### config.mk
export PLATFORM = sky130hd
export DESIGN_NAME = seq_booth_mul_flat
export DESIGN_NICKNAME = d
export VERILOG_FILES = /design/src/rtl/seq_booth_mul_if.sv /design/src/rtl/seq_booth_mul.sv /design/src/flat_wrapper.sv
export SDC_FILE = /design/constraint.sdc
export NUM_CORES = 1
export LEC_CHECK = 0
export ABC_AREA = 1
export ABC_CLOCK_PERIOD_IN_PS = 3400
export CAP_MARGIN = 40
export CORE_MARGIN = 10
export CORE_UTILIZATION = 36
export CTS_CLUSTER_DIAMETER = 200
export DETAILED_ROUTE_END_ITERATION = 10
export GPL_TIMING_DRIVEN = 0
export MAX_ROUTING_LAYER = met4
export SLEW_MARGIN = 0
export SYNTH_ARGS = -nofsm -noshare
export SYNTH_HDL_FRONTEND = slang
export SYNTH_SLANG_ARGS = --single-unit
### constraint.sdc
create_clock -name clk -period 3.4 [get_ports clk]
set_input_delay 0.68 -clock clk [delete_from_list [all_inputs] [get_ports clk]]
set_output_delay 0.68 -clock clk [all_outputs]
set_load 0.1 [all_outputs]
### src/rtl/seq_booth_mul_if.sv
// rtl/seq_booth_mul_if.sv - start/busy/done handshake and operand/product bus of the Booth multiplier
interface seq_booth_mul_if #(
  parameter int WIDTH = 32
);
  logic             start;
  logic             signed_mode;
  logic [WIDTH-1:0] a;
  logic [WIDTH-1:0] b;
  logic             busy;
  logic             done;
  logic [WIDTH-1:0] z_high;
  logic [WIDTH-1:0] z_low;

  modport master (
    output start, signed_mode, a, b,
    input  busy, done, z_high, z_low
  );

  modport slave (
    input  start, signed_mode, a, b,
    output busy, done, z_high, z_low
  );
endinterface

### src/rtl/seq_booth_mul.sv
// rtl/seq_booth_mul.sv - iterative radix-4 Booth multiplier, one digit per cycle, signed/unsigned
module seq_booth_mul #(
  parameter int WIDTH = 32
) (
  input logic           clk,
  input logic           clr,
  seq_booth_mul_if.slave bus
);
  localparam int ITER  = WIDTH / 2 + 1;
  localparam int EW    = WIDTH + 2;
  localparam int ACC_W = 2 * WIDTH + 6;
  localparam int CW    = $clog2(ITER + 1);

  typedef enum logic [1:0] {IDLE, RUN, DONE} state_t;

  state_t           state_q, state_d;
  logic [EW-1:0]    mcand_q, mcand_d;
  logic [EW-1:0]    mult_q, mult_d;
  logic             prev_q, prev_d;
  logic [ACC_W-1:0] acc_q, acc_d;
  logic [CW-1:0]    cnt_q, cnt_d;
  logic [WIDTH-1:0] zh_q, zh_d;
  logic [WIDTH-1:0] zl_q, zl_d;

  logic             accept;
  logic             last_step;
  logic [2:0]       trip;
  logic [ACC_W-1:0] m_ext;
  logic [ACC_W-1:0] pp;
  logic [ACC_W-1:0] sum;
  logic [ACC_W-1:0] acc_step;

  assign accept    = bus.start && (state_q != RUN);
  assign last_step = (state_q == RUN) && (cnt_q == CW'(ITER - 1));

  always_ff @(posedge clk or negedge clr) begin
    if (!clr) begin
      state_q <= IDLE;
    end else begin
      state_q <= state_d;
    end
  end

  always_comb begin
    state_d = state_q;
    case (state_q)
      IDLE:    if (bus.start) state_d = RUN;
      RUN:     if (last_step) state_d = DONE;
      DONE:    state_d = bus.start ? RUN : IDLE;
      default: state_d = IDLE;
    endcase
  end

  always_comb begin
    bus.busy   = (state_q == RUN);
    bus.done   = (state_q == DONE);
    bus.z_high = zh_q;
    bus.z_low  = zl_q;
  end

  // Digits are added at weight 2^(2*ITER) so that after ITER right shifts the accumulator holds the product exactly.
  always_comb begin
    m_ext = {{(ACC_W - EW){mcand_q[EW-1]}}, mcand_q};
    trip  = {mult_q[1:0], prev_q};
    case (trip)
      3'b001, 3'b010: pp = m_ext;
      3'b011:         pp = m_ext << 1;
      3'b100:         pp = -(m_ext << 1);
      3'b101, 3'b110: pp = -m_ext;
      default:        pp = '0;
    endcase
    sum      = acc_q + (pp << (2 * ITER));
    acc_step = $signed(sum) >>> 2;
  end

  always_comb begin
    mcand_d = mcand_q;
    mult_d  = mult_q;
    prev_d  = prev_q;
    acc_d   = acc_q;
    cnt_d   = cnt_q;
    zh_d    = zh_q;
    zl_d    = zl_q;
    if (accept) begin
      mcand_d = bus.signed_mode ? {{2{bus.a[WIDTH-1]}}, bus.a} : {2'b00, bus.a};
      mult_d  = bus.signed_mode ? {{2{bus.b[WIDTH-1]}}, bus.b} : {2'b00, bus.b};
      prev_d  = 1'b0;
      acc_d   = '0;
      cnt_d   = '0;
    end else if (state_q == RUN) begin
      acc_d  = acc_step;
      mult_d = {2'b00, mult_q[EW-1:2]};
      prev_d = mult_q[1];
      cnt_d  = cnt_q + CW'(1);
      if (last_step) begin
        zh_d = acc_step[2*WIDTH-1:WIDTH];
        zl_d = acc_step[WIDTH-1:0];
      end
    end
  end

  always_ff @(posedge clk or negedge clr) begin
    if (!clr) begin
      mcand_q <= '0;
      mult_q  <= '0;
      prev_q  <= 1'b0;
      acc_q   <= '0;
      cnt_q   <= '0;
      zh_q    <= '0;
      zl_q    <= '0;
    end else begin
      mcand_q <= mcand_d;
      mult_q  <= mult_d;
      prev_q  <= prev_d;
      acc_q   <= acc_d;
      cnt_q   <= cnt_d;
      zh_q    <= zh_d;
      zl_q    <= zl_d;
    end
  end
endmodule

### src/flat_wrapper.sv
// flat-port wrapper written by rule: the top's interface ports become plain ports
module seq_booth_mul_flat 
#(
  parameter int WIDTH = 32
)
  (clk, clr, bus_start, bus_signed_mode, bus_a, bus_b, bus_busy, bus_done, bus_z_high, bus_z_low);
  seq_booth_mul_if #(.WIDTH(WIDTH)) bus_i ();
  input logic clk;
  input logic clr;
  input wire logic [$bits(bus_i.start)-1:0] bus_start;
  input wire logic [$bits(bus_i.signed_mode)-1:0] bus_signed_mode;
  input wire logic [$bits(bus_i.a)-1:0] bus_a;
  input wire logic [$bits(bus_i.b)-1:0] bus_b;
  output wire logic [$bits(bus_i.busy)-1:0] bus_busy;
  output wire logic [$bits(bus_i.done)-1:0] bus_done;
  output wire logic [$bits(bus_i.z_high)-1:0] bus_z_high;
  output wire logic [$bits(bus_i.z_low)-1:0] bus_z_low;
  assign bus_i.start = bus_start;
  assign bus_i.signed_mode = bus_signed_mode;
  assign bus_i.a = bus_a;
  assign bus_i.b = bus_b;
  assign bus_busy = bus_i.busy;
  assign bus_done = bus_i.done;
  assign bus_z_high = bus_i.z_high;
  assign bus_z_low = bus_i.z_low;
  seq_booth_mul #(.WIDTH(WIDTH)) u_core (.clk(clk), .clr(clr), .bus(bus_i));
endmodule
==> results.txt <==
----------------------------------------------------
[Worst setup path]
  Critical Path Source Type ... flip-flop
  Highest cell delay on the worst timing path ... 0.48 ns
  Worst R2R Path Depth ... 20
  Cell with the largest stage delay on the worst path ... sky130_fd_sc_hd__dfrtp_2
  Worst flop-to-flop path endpoint ... u_core.bus.z_high[31]
  Required time of the worst setup path ... roughly 3.9 ns
  Source of the worst register-to-register timing path ... u_core.mcand_q[3]
  Crit Path Class ... reg -> reg
  Critical path origin ... u_core.mcand_q[3]
  CP Cell Sequence ... nor2_4, nand2_4, nor2_4, nand2_4, nor3_4, xor2_1, inv_1, nand2_1, o2111ai_4, ha_4, nand2_4, nor2_4, inv_2, nor3_4, nand3_2, nand3_4, nand2_2, nand3b_1, nand3_2, nand2_1
  Arrival time at the worst endpoint ... between 3 and 4 ns
  Maximum fanout along the worst path ... 6
  Crit path capture type ... flip-flop
  R2r setup slk ... -0.005 ns
  Capturing element of the worst setup path ... u_core.bus.z_high[31]

[Drt]
  Via Count ... between 10000 and 15000
  Total detailed-routing wirelength ... about 41000 um
  DR iter-0 viols ... roughly 760
  Detailed-route wire length per cell ... between 15 and 20 um
  Antenna Violating Nets Remaining ... 0
  First-pass iteration count of the detailed router ... 5
  Via-per-instance ratio ... 5.303
  Remaining routing DRC violations ... 0

[Placement]
  Post-placement worst setup slack ... -0.6929 ns
  Placement-stage cell area ... roughly 15000 um^2
  Detailed placer's ending HPWL ... slightly above 30000 um
  Weighted congestion reported at the end of routability-driven placement ... just under 1
  Number of I/O port buffers ... about 130

[Floorplan]
  Placement row count ... between 60 and 70
  Ports placed on the boundary ... about 130
  Overall die area ... roughly 40000 um^2
  Die boundary height ... about 200 um
  Starting utilization of the core area ... 0.3671
  Area of the core ... 31720 um^2
  Die extent in x ... between 150 and 200 um

[STA]
  Peak clock frequency supported by timing ... between 200 and 300 MHz
  Actual transition at the worst max-transition pin ... around 0.76 ns
  Post-layout worst setup margin ... -0.005464 ns
  Count of pins over their slew limit ... 0
  Setup Skew ... roughly 0.019 ns
  Setup_tns ... -0.005464 ns
  Share of the clock period used by the worst path ... 1.002
  Number of setup violations in the final report ... 1
  RSZ-0062 raised after global routing ... yes
  Number of hold-slack violations in the final timing report ... 0
  Min cycle time layout ... between 3 and 4 ns
  Max-Slew Margin vs Limit ... 0.4912
  Worst hold slack across all endpoints ... around 0.047 ns

[Global routing]
  Via count of the first global-routing pass ... about 12000
  Gr usage total ... 0.2053
  Total congestion overflow after global routing ... 0
  Global-route wire length before repair ... 63180 um
  Initial antenna violation count ... 0
  Largest net degree at the start of global routing ... 81

[Yosys]
  Synth warn ... 0
  Ys async rst share ... 1.000
  Post-synthesis mux area share ... 0.0008597
  Share of synthesized cell area in and, or, nand and nor gates ... 0.2699
  Post-synthesis register bit count ... between 200 and 250
  Sequential area share after synthesis ... 0.4384
  Area of the mapped netlist ... 11640 um^2
  Combinational family with the most area after synthesis ... simple AND/OR/NAND/NOR gates
  Net Count, Synth ... ~1600
  Mean Syn Cell Area ... 7.635 um^2
  Fraction of the mapped netlist area in adder cells ... 0.04255
  Primary flip-flop cell chosen by synthesis mapping ... sky130_fd_sc_hd__dfrtp_1
  Post-synthesis instance total ... 1525
  Biggest area contributors in the synthesized netlist ... sky130_fd_sc_hd__dfrtp_1 (44%), sky130_fd_sc_hd__nand2_1 (15%), sky130_fd_sc_hd__o21ai_0 (5.3%)
  Most area-hungry cell type in the Yosys netlist ... sky130_fd_sc_hd__dfrtp_1
  Count of cell types in the netlist ... 48
  Number of flops mapped to enable cells by yosys ... 0
  Synthesized-area fraction occupied by ao, oa, aoi and oai cells ... 0.1473
  Parity-gate share of the synthesized area counting xor and xnor cells ... 0.02858
  Area share of the leading cell type in the synthesized netlist ... 0.4384

[Layout]
  Final Instance Area ... 17330 um^2
  Most frequent standard cell in the layout excluding fill and tap cells ... sky130_fd_sc_hd__nand2_1
  Area growth, synth to finish ... 48.87%
  Most frequent cells in the layout ... sky130_fd_sc_hd__nand2_1 (424), sky130_fd_sc_hd__dfrtp_1 (199), sky130_fd_sc_hd__inv_1 (142)
  Layout cells sized above 1 ... 0.2398
  Count of fill cells added during filler insertion ... between 2000 and 3000
  Net count of the finished layout ... approximately 1900

[Clock tree]
  H-tree levels ... 1
  Max clock buf depth ... 3
  Clock buffers created by TritonCTS ... 25
  Clock-pin slew of the registers on the worst-case setup and hold paths ... around 0.060 ns
  Number of hold buffers added after cts ... 0
  Later-pin clock latency in the skew report ... approximately 0.55 ns
  TritonCTS clock tree ... done
  Count of clock tree sinks ... 204
  Root buffer cell ... sky130_fd_sc_hd__clkbuf_16

[Flow run]
  Number of maximum-capacitance constraint violations ... 0

[Worst hold path]
  Path class of the lowest-slack min-delay path ... in -> async

[Run status]
  Run status ... finished with violations
  Failing checks ... negative setup slack

----------------------------------------------------
-- cell type report --
| type | count | area, um^2 | share of cell area |
|---|---|---|---|
| Clock buffer | 35 | 733.2 | 0.04230 |
| Sequential cell | 204 | 5111 | 0.2949 |
| Timing Repair Buffer | 244 | 2980 | 0.1719 |
| Clock inverter | 11 | 156.4 | 0.009023 |
| Tap cell | 402 | 503.0 | 0.02902 |
| Inverter | 165 | 626.9 | 0.03616 |
| Antenna cell | 1 | 2.502 | 0.0001444 |
| Buffer | 53 | 249.0 | 0.01436 |
| Multi-Input combinational cell | 1102 | 6972 | 0.4022 |
-- how the worst min path moves through the flow --
stage                             to  depth (start not counted)                   from  slack, ns
2_1_floorplan       u_core.acc_q[10]                          0                    clr       0.38
3_5_place_dp   u_core.bus.z_high[21]                          2  u_core.bus.z_high[21]       0.47
6_report         u_core.bus.z_low[1]                          1                    clr       0.05
5_1_grt          u_core.bus.z_low[1]                          1                    clr       0.07
3_3_place_gp   u_core.bus.z_high[29]                          2  u_core.bus.z_high[29]       0.46
4_1_cts          u_core.bus.z_low[1]                          1                    clr       0.05
-- Yosys cell counts (2+ instances only) --
cell type and number:
sky130_fd_sc_hd__nor2_4 5, sky130_fd_sc_hd__nand3b_1 9, sky130_fd_sc_hd__o221ai_1 4, sky130_fd_sc_hd__inv_1 157, sky130_fd_sc_hd__a221o_1 5, sky130_fd_sc_hd__a22o_1 3, sky130_fd_sc_hd__or2_2 3, sky130_fd_sc_hd__inv_2 7
sky130_fd_sc_hd__buf_1 3, sky130_fd_sc_hd__nand3_1 98, sky130_fd_sc_hd__nand4_1 21, sky130_fd_sc_hd__dfrtp_1 204, sky130_fd_sc_hd__nor3_1 10, sky130_fd_sc_hd__a21boi_0 2, sky130_fd_sc_hd__nor2_2 7, sky130_fd_sc_hd__o2111ai_1 9
sky130_fd_sc_hd__nor3_2 3, sky130_fd_sc_hd__nor2_1 93, sky130_fd_sc_hd__xnor2_1 8, sky130_fd_sc_hd__o21ai_1 13, sky130_fd_sc_hd__nand3_2 3, sky130_fd_sc_hd__nand2_1 460, sky130_fd_sc_hd__a21oi_1 53, sky130_fd_sc_hd__nand2_2 8
sky130_fd_sc_hd__o21bai_1 6, sky130_fd_sc_hd__xor2_1 30, sky130_fd_sc_hd__nand2_4 2, sky130_fd_sc_hd__clkbuf_1 36, sky130_fd_sc_hd__ha_1 38, sky130_fd_sc_hd__nor4_1 2, sky130_fd_sc_hd__o211ai_1 17, sky130_fd_sc_hd__o21a_1 2
sky130_fd_sc_hd__o22ai_1 45, sky130_fd_sc_hd__or2_1 5, sky130_fd_sc_hd__buf_2 15, sky130_fd_sc_hd__o21ai_0 124, sky130_fd_sc_hd__o31ai_1 4
-- registers in the layout, summed over array words and instances (netlist names) --
register           count
u_core.acc_q          66
u_core.mcand_q        33
u_core.cnt_q           5
u_core.bus.z_high     32
u_core.mult_q         33
u_core.bus.z_low      32
u_core.state_q         2
u_core.prev_q          1
-- kinds of logic (layout without fill, tap and decap cells) --
family                   count (synthesis)  after routing
AND/OR/NAND/NOR                        731            731
AO/OA/AOI/OAI                          293            293
buffers and inverters                  219            508
flip-flops                             204            204
adder cells (fa/ha/maj)                 39             39
XOR/XNOR                                38             38
multiplexers                             1              1
other                                    0              1
-- critical path, delay by kind of cell, from the launching register on --
family	cells	cell delay [ns]
simple gates	15	1.95
flops	1	0.48
fa+ha+maj	1	0.36
xor+xnor	1	0.21
buf+inv	2	0.16
compound gates	1	0.16
-- layer usage --
| layer | wire length (um) | vias to the layer above | part of all wire | GRT usage |
|---|---|---|---|---|
| met5 | 0 | - | 0 | - |
| met3 | 2200 | 78 | 0.053 | 0.03466 |
| met4 | 1385 | 0 | 0.034 | 0.06338 |
| met2 | 18820 | 353 | 0.46 | 0.3186 |
| met1 | 18810 | 5732 | 0.46 | 0.2696 |
| li1 | - | 5594 | - | - |
-- through the flow --
stage / utilization / cells
floorplan: - / 1525
global placement: 0.4249 / 2060
detailed placement: 0.4664 / 2128
CTS: 0.5068 / 2187
global route: 0.5464 / 2216
finish: 0.5465 / 2217
-- what timing repair did --
action                     4_1_cts  5_1_grt
pin swaps                       13       79
setup endpoints to repair       59       51
resized for setup               83      250
buffers inserted                14       29
Power is not shown: default switching activity piles up to over one toggle a cycle in this logic, so the estimate is an artifact.
==> RTL edit, RTL diff (same settings) <==
`WIDTH` is set to 32 in 3 places; all go to 64.
--- a/src/rtl/seq_booth_mul_if.sv
+++ b/src/rtl/seq_booth_mul_if.sv
@@ -1,5 +1,5 @@
 // rtl/seq_booth_mul_if.sv - start/busy/done handshake and operand/product bus of the Booth multiplier
 interface seq_booth_mul_if #(
-  parameter int WIDTH = 32
+  parameter int WIDTH = 64
 );
   logic             start;
--- a/src/rtl/seq_booth_mul.sv
+++ b/src/rtl/seq_booth_mul.sv
@@ -1,5 +1,5 @@
 // rtl/seq_booth_mul.sv - iterative radix-4 Booth multiplier, one digit per cycle, signed/unsigned
 module seq_booth_mul #(
-  parameter int WIDTH = 32
+  parameter int WIDTH = 64
 ) (
   input logic           clk,
--- a/src/flat_wrapper.sv
+++ b/src/flat_wrapper.sv
@@ -2,5 +2,5 @@
 module seq_booth_mul_flat 
 #(
-  parameter int WIDTH = 32
+  parameter int WIDTH = 64
 )
   (clk, clr, bus_start, bus_signed_mode, bus_a, bus_b, bus_busy, bus_done, bus_z_high, bus_z_low);
Ports: changed (resized bus_a, bus_b, bus_z_high and bus_z_low); port bits go from 134 to 262. The function was not compared with the original's and may differ.
==> RTL edit against the unedited design <==
The run still ends with setup timing left; critical path type unchanged; core utilization grew 2.8 points; wire length grew 150%; first-iteration DRC count grew to 2.9 times the old value; non-clock buffer count grew 362; cell area grew 110%; sequential cell count grew 193; synthesized area grew 100%; count of clock-buffer cells in the layout grew 26; worst setup slack lost 0.44 ns; critical endpoint is now u_core.acc_q[132]$_DFFE_PN0P_.
Power is not shown: default switching activity piles up to over one toggle a cycle in this logic, so the estimate is an artifact.
==> RTL edit: results (changes against the unedited design) <==
metric;value;unit;change
status;complete, but fails checks;;unchanged
failing checks;setup timing;;unchanged
Crit Reg-Reg Endpoint;u_core.acc_q[132]$_DFFE_PN0P_;;was u_core.bus.z_high[31]$_DFFE_PN0P_
Nets;4045;;was 1902
GP Congestion;0.9887;;was 0.9648
Reg2Reg Depth;23;;was 20
synth unique cells;51;;was 48
htree depth;2;;was 1
Worst-path clk slew;0.07;ns;
Post-DP HPWL;78.41;mm;was 30.59 mm
Tot GR Track Use;27.15;%;was 20.53%
final setup margin;-0.4442;ns;was -0.005464 ns
first-pass GRT wire length;153.8;mm;was 63.18 mm
Setup Viol. Count Final;97;;was 1
CTS Buf Count;46;;was 25
Largest regs;u_core.acc_q (130), u_core.mcand_q (65), u_core.mult_q (65);;was u_core.acc_q (66), u_core.mcand_q (33), u_core.mult_q (33)
worst slew pin tran;1.009;ns;was 0.7604 ns
Final TNS setup;-27.54;ns;was -0.005464 ns
hold_ws;0.03509;ns;was 0.04704 ns
initial antenna violation count;3;;was 0
ratio of cells with drive above 1 in the final layout;29.33;%;was 23.98%
max incr delay on CP;0.39;ns;was 0.48 ns
largest net degree at the start of global routing;113;;was 81
via count;25200;;was 11760
Syn Nets;3455;;was 1632
Skew-Pair Late Insertion Delay;0.62;ns;was 0.55 ns
CP max FO;4;;was 6
DRT iter0 DRCs;2239;;was 763
sequential cell area fraction in the yosys report;42.28;%;was 43.84%
drt wl/cell;21.73;um;was 18.59 um
CP top delay family;simple AND/OR/NAND/NOR gates;;unchanged
main area contributors after synthesis;dfrtp_1 (42%), nand2_1 (17%), inv_1 (5.8%), o21ai_0 (5.3%), nand3_1 (5.2%);;was dfrtp_1 (44%), nand2_1 (15%), o21ai_0 (5.3%), inv_1 (5.1%), nand3_1 (4.2%)
Setup crit start;u_core.mcand_q[0]$_DFFE_PN0P_;;was u_core.mcand_q[3]$_DFFE_PN0P_
clock skew;0.03880;ns;was 0.01852 ns
Critical Path Slowest Stage Cell;dfrtp_1;;was dfrtp_2
most frequent cells after synthesis;nand2_1 (1040), dfrtp_1 (397), inv_1 (360);;was nand2_1 (460), dfrtp_1 (204), inv_1 (157)
Buffers on Ports;261;;was 133
Post-Syn Instances;3252;;was 1525
root buffer cell;clkbuf_16;;unchanged
pre-CTS setup slack;-1.510;ns;was -0.6929 ns
[RTL edit: changes by cell type after synthesis, moves of 23 or more]
| cell | before | now |
|---|---|---|
| nand3_1 | 98 | 244 |
| nand2_1 | 460 | 1040 |
| dfrtp_1 | 204 | 397 |
| o22ai_1 | 45 | 71 |
| a21oi_1 | 53 | 110 |
| nor3_1 | 10 | 34 |
| clkbuf_1 | 36 | 81 |
| inv_1 | 157 | 360 |
| nor2_1 | 93 | 260 |
| o21ai_0 | 124 | 250 |
| o2111ai_1 | 9 | 32 |
| ha_1 | 38 | 70 |
[RTL edit: metrics by stage]
step | std cells | area, sq um
final | 4734 | 37120
after global routing | 4734 | 37120
after global placement | 4368 | 27180
after floorplan | 3252 | 23500
after detailed placement | 4505 | 30320
after CTS | 4681 | 35290
[RTL edit: what timing repair did]
| item | CTS | global route |
|---|---|---|
| setup buffers | 95 | 51 |
| setup endpoints to repair | 130 | 117 |
| gates resized for setup | 659 | 362 |
| pin swaps | 129 | 154 |
[RTL edit: kinds of logic after synthesis]
family	count (synthesis)	share of synthesized area, %
and+or+nand+nor	1678	29.74
AOI/OAI and AO/OA	559	13.92
buffers and inverters	485	7.928
DFF	397	42.28
adders and majority gates	71	3.812
xor gates and xnor gates	61	2.274
muxes	1	0.04792
[RTL edit: layer usage]
layer	global-route usage, %	share of wire [%]	vias to the layer above
met1	35.22	43	12210
met5	-	0	-
met3	4.180	6.4	182
met4	9.635	3.6	0
li1	-	-	11840
met2	42.61	47	973
[RTL edit: cell type report]
cell class | count | area, sq um
multi-input combinational | 2370 | 15560
clock buffer | 61 | 1308
tap | 855 | 1070
fill | 5765 | 27470
sequential | 397 | 9941
antenna | 2 | 5.005
timing repair buffer | 544 | 6964
inverter | 368 | 1420
clock inverter | 22 | 321.6
buffer | 115 | 528.0
